## config.mk

```make
export PLATFORM = sky130hd
export DESIGN_NAME = dm_responder
export DESIGN_NICKNAME = d
export VERILOG_FILES = /design/src/rtl/dm_responder.sv
export SDC_FILE = /design/constraint.sdc
export NUM_CORES = 2
export LEC_CHECK = 0
export ABC_CLOCK_PERIOD_IN_PS = 11900
export CAP_MARGIN = 40
export CORE_MARGIN = 1.5
export CORE_UTILIZATION = 60
export DETAILED_ROUTE_END_ITERATION = 16
export PLACE_DENSITY = 0.76
export SLEW_MARGIN = 15
export SYNTH_ARGS = -nofsm -noshare
export SYNTH_HDL_FRONTEND = slang
export SYNTH_SLANG_ARGS = --single-unit
```

## constraint.sdc

```tcl
create_clock -name clk -period 11.9 [get_ports clk]
set_clock_uncertainty 0.15 [all_clocks]
set_input_delay 3.57 -clock clk [delete_from_list [all_inputs] [get_ports clk]]
set_output_delay 3.57 -clock clk [all_outputs]
set_load 0.005 [all_outputs]
```

## src/rtl/dm_responder.sv

```systemverilog
// Data-memory responder: handshaked multi-cycle memory with wait states,
// DMType-driven store merging, load extension and access error flagging.
module dm_responder #(
  parameter int unsigned ADDR_WIDTH  = 7,
  parameter logic [31:0] BASE_ADDR   = 32'h0,
  parameter int unsigned WAIT_CYCLES = 2
) (
  input  logic        clk,
  input  logic        rstn,
  input  logic        req_valid,
  output logic        req_ready,
  input  logic        req_we,
  input  logic [31:0] req_addr,
  input  logic [31:0] req_wdata,
  input  logic [2:0]  req_dmtype,
  output logic        rsp_valid,
  output logic [31:0] rsp_rdata,
  output logic        rsp_err
);

  localparam int unsigned DEPTH = 1 << ADDR_WIDTH;
  localparam logic [32:0] SPAN  = 33'(DEPTH) << 2;

  typedef enum logic [1:0] {IDLE, ACCESS, RESP} state_t;

  state_t      state, next_state;
  logic [3:0]  cnt;
  logic        we_q;
  logic [31:0] addr_q;
  logic [31:0] wdata_q;
  logic [2:0]  dmtype_q;

  logic [31:0] mem [DEPTH];

  logic                  handshake;
  logic                  execute;
  logic [31:0]           offset;
  logic [ADDR_WIDTH-1:0] idx;
  logic [31:0]           word_rd;
  logic [15:0]           half_sel;
  logic [7:0]            byte_sel;
  logic                  type_bad, range_bad, align_bad, err;
  logic [31:0]           load_data;
  logic [31:0]           merged;

  assign req_ready = rstn && (state == IDLE);
  assign handshake = req_valid && req_ready;
  assign execute   = (state == ACCESS) && (cnt == 4'd0);

  always_ff @(posedge clk) begin
    if (!rstn) state <= IDLE;
    else       state <= next_state;
  end

  always_comb begin
    next_state = state;
    case (state)
      IDLE:    if (handshake) next_state = ACCESS;
      ACCESS:  if (cnt == 4'd0) next_state = RESP;
      RESP:    next_state = IDLE;
      default: next_state = IDLE;
    endcase
  end

  always_ff @(posedge clk) begin
    if (!rstn) begin
      cnt      <= 4'd0;
      we_q     <= 1'b0;
      addr_q   <= 32'd0;
      wdata_q  <= 32'd0;
      dmtype_q <= 3'd0;
    end else if (handshake) begin
      cnt      <= 4'(WAIT_CYCLES);
      we_q     <= req_we;
      addr_q   <= req_addr;
      wdata_q  <= req_wdata;
      dmtype_q <= req_dmtype;
    end else if (state == ACCESS && cnt != 4'd0) begin
      cnt <= cnt - 4'd1;
    end
  end

  // Out-of-range addresses still produce an in-bounds index; err blocks their use.
  assign offset   = addr_q - BASE_ADDR;
  assign idx      = offset[ADDR_WIDTH+1:2];
  assign word_rd  = mem[idx];
  assign half_sel = addr_q[1] ? word_rd[31:16] : word_rd[15:0];
  assign byte_sel = word_rd[8*addr_q[1:0] +: 8];

  assign type_bad  = dmtype_q > 3'd4;
  assign range_bad = (addr_q < BASE_ADDR) || ({1'b0, offset} >= SPAN);
  assign align_bad = ((dmtype_q == 3'd0) && (addr_q[1:0] != 2'd0)) ||
                     (((dmtype_q == 3'd1) || (dmtype_q == 3'd2)) && addr_q[0]);
  assign err       = type_bad || range_bad || align_bad;

  always_comb begin
    load_data = 32'd0;
    case (dmtype_q)
      3'd0:    load_data = word_rd;
      3'd1:    load_data = {{16{half_sel[15]}}, half_sel};
      3'd2:    load_data = {16'd0, half_sel};
      3'd3:    load_data = {{24{byte_sel[7]}}, byte_sel};
      3'd4:    load_data = {24'd0, byte_sel};
      default: load_data = 32'd0;
    endcase
  end

  always_comb begin
    merged = word_rd;
    case (dmtype_q)
      3'd0:       merged = wdata_q;
      3'd1, 3'd2: merged[16*addr_q[1] +: 16] = wdata_q[15:0];
      3'd3, 3'd4: merged[8*addr_q[1:0] +: 8] = wdata_q[7:0];
      default:    merged = word_rd;
    endcase
  end

  always_ff @(posedge clk) begin
    if (rstn && execute && we_q && !err) mem[idx] <= merged;
  end

  always_ff @(posedge clk) begin
    if (!rstn) begin
      rsp_valid <= 1'b0;
      rsp_rdata <= 32'd0;
      rsp_err   <= 1'b0;
    end else begin
      rsp_valid <= execute;
      if (execute) begin
        rsp_err   <= err;
        rsp_rdata <= (err || we_q) ? 32'd0 : load_data;
      end
    end
  end

endmodule

```

==> results_dict.tcl <==
set metrics [dict create \
    status "completed" \
    drv_slew 0 \
    finalSetupViolCount 0 \
    holdBufCountCts 0 \
    syn_area_um2 162000 \
    avgSynthCellArea_um2 22.3 \
    ys_seq_area_frac 0.772 \
    power_density_nw_per_um2 170 \
    leakage_nw 57.7 \
    hold_path_depth 2 \
    fin_ws_ps 2320 \
    async_flop_share 0 \
    cts_made_buffers 404 \
    fin_nets 7860 \
    area.growth.synth_to_final_pct 14.2 \
    hold_class "reg2reg" \
    slew_headroom 0.202 \
    die_area_um2 274000 \
    start_util 0.605 \
    drv_cap 0 \
    crit_family "buffers and inverters" \
    grt_antenna_before_repair 26 \
    gp_congestion 1.06 \
    ant_nets 0 \
    period_needed_ps 9580 \
    overflow 0 \
    netlist_top_cells_area "edfxtp_1 (76%), mux4_2 (15%), mux2i_1 (1.5%), dfxtp_1 (1.4%), nand2_1 (0.74%)" \
    synth_cell_types 73 \
    yosys_warnings 0 \
    cp_slowest_cell "clkdlybuf4s50_1" \
    critPathMaxStageDelay_ps 1000 \
    postLayoutCellArea_um2 185000 \
    crit_type "in2out" \
    clock_path_buffers 4 \
    path_buf_inv 3 \
    vdd_drop_max_mv 0.140 \
    synth_top_cell_by_area "edfxtp_1" \
    vias_per_cell 7.19 \
    grt.total_usage 0.347 \
    r2r_cells 14 \
    finalWirelength_mm 470 \
    crit_chain "clkdlybuf4s50_1 > inv_2 > nor3_1 > clkdlybuf4s50_1" \
    path_common_cell "clkdlybuf4s50_1" \
    path_depth 4 \
    synth_flop_cell "edfxtp_1" \
    fin_crit_sh 0.805 \
    hold_viol 0 \
    cp.required_ps 8180 \
    grt_pass1_wl_mm 650 \
    syn_nets 7350 \
    cts_tree "built" \
    ys_ff_latch 4211 \
    preCtsSetupSlack_ps 2540 \
    start_kind "input port" \
    clock.fmax_mhz 104 \
    clk_pin_slew_ps 60 \
    clock_sinks 4211 \
    io_pins 106 \
    cp_max_fo 11 \
    drive_above_1_share 0.282 \
    cts_setup_buffers 0 \
    numPortBuffers 105 \
    rsz0062_at_grt "no" \
    htreeDepth 5 \
    grt_max_degree 125 \
    cp-end-kind "output pin" \
    root_buffer "clkbuf_16" \
    clk_latency_ps 950 \
    core-area_um2 268000 \
    post-route-util 0.690 \
    dpl.hpwl_mm 282 \
    place_area_um2 172000 \
    grt_pass1_vias 82379 \
    synth-edff-count 4096 \
    tns_ps 0 \
    route.detailed.wl_per_inst_um 40.3 \
    cts_repair_resize_count 0 \
    cp.arrival_ps 5860 \
    tightest_slew_ps 1200 \
    die_h_um 523 \
    syn_inst 7273 \
    synth_top_area_frac 0.758 \
    nFillCells 15084 \
    drc_errors 0 \
    rows 190 \
    dr.pass1.iters 8 \
    fp.dieW_um 523 \
    drt_iter0_markers 14982 \
    via_count 83884 \
]
[cells in the final DEF (no fill, tap or decap), types with 82 or more instances in the layout]
cell type	count
clkdlybuf4s50_1	105
a22oi_1	124
mux2i_1	250
nand2_1	316
clkinv_1	95
nor2_4	129
dfxtp_1	109
a21oi_1	107
buf_12	82
edfxtp_1	4096
mux4_2	1114
clkbuf_16	410
buf_4	213
[layer usage]
layer,vias to the layer above,track usage,part of all wire
met5,-,0.000347,0.00027
met3,1216,0.109,0.15
li1,31914,-,-
met4,18,0.187,0.065
met2,7163,0.510,0.45
met1,43573,0.469,0.34
[worst register-to-register path, stage by stage, from the launching register on]
cell	delay (ps)
dfxtp_4	760
buf_12	480
buf_4	660
buf_12	330
buf_4	620
mux4_2	440
a22oi_1	250
nand2_1	290
a31oi_1	480
nand4_1	580
a222oi_1	650
o21ai_4	180
buf_12	210
buf_4	320
buf_12	390
[flip-flops by register name (all words and copies together) (netlist names), named ones only]
register,cells
addr_q,32
cnt,4
dmtype_q,3
mem,4096
rsp_err,1
rsp_rdata,32
rsp_valid,1
state,2
wdata_q,32
we_q,1
[power breakdown]
part	internal, mW	switching, mW
combinational	0.627	1.50
clock	7.17	5.56
sequential	16.6	0.0358
[cells by family after synthesis]
group                    Yosys count  synth area share
buffers and inverters            406            0.0142
AO/OA/AOI/OAI                    537            0.0224
multiplexers                    1377             0.171
XOR/XNOR                           3          0.000162
adder cells (fa/ha/maj)            6          0.000463
flip-flops                      4211             0.772
AND/OR/NAND/NOR                  733            0.0198
[final timing paths]
path                   start     endpoint  slack, ps
setup / recovery        rstn    req_ready       2320
hold / removal    addr_q[20]   addr_q[20]        300
hold reg to reg   addr_q[20]   addr_q[20]        300
setup reg to reg    register  mem[71][29]       4710
[through the flow]
stage	hold WS, ps	std cells	power [mW]
floorplan	286	7273	18.1
global placement	292	10746	18.8
detailed placement	298	10900	18.9
CTS	306	11634	31.4
global route	322	11664	32.0
finish	304	11668	31.4
[layout make-up]
cell class              instances  area (µm²)  share of cell area
clock buffers                 490       10600              0.0571
repair buffers                497        6450              0.0348
well taps                    3552        4440              0.0240
inverters                      13        57.6            0.000311
diodes                          5        12.5           0.0000675
flip-flops and latches       4211      125000               0.676
clock inverters               244        2300              0.0124
multi-input cells            2656       36100               0.195
[Yosys cell counts, types with 4 or more instances]
cell       count
clkbuf_1     157
nor3_1        28
buf_2         79
o21ai_1       21
nor4_1        23
a22oi_1      124
buf_1         41
and2_1        10
a211oi_1       5
o2111ai_1      9
a222oi_1       7
mux2_2        13
a32oi_1       18
a22o_1        16
nand3_1       56
nor2_1       208
o31ai_1        6
o22ai_1       76
o21a_1         7
mux2i_1      250
inv_1         11
edfxtp_1    4096
a2bb2oi_1      6
nand4_1       13
nand2b_1      15
ha_1           6
o211ai_1      18
nand2_1      319
or3_1         14
and3_1         4
buf_4         54
buf_6         59
o221ai_1       5
a21oi_1      109
nor2b_1       22
o21ai_0       46
dfxtp_1      115
a221oi_1      12
mux4_2      1114
a31oi_1       25
nand3b_1       5
No activity file was read; power rests on OpenSTA's default activity.
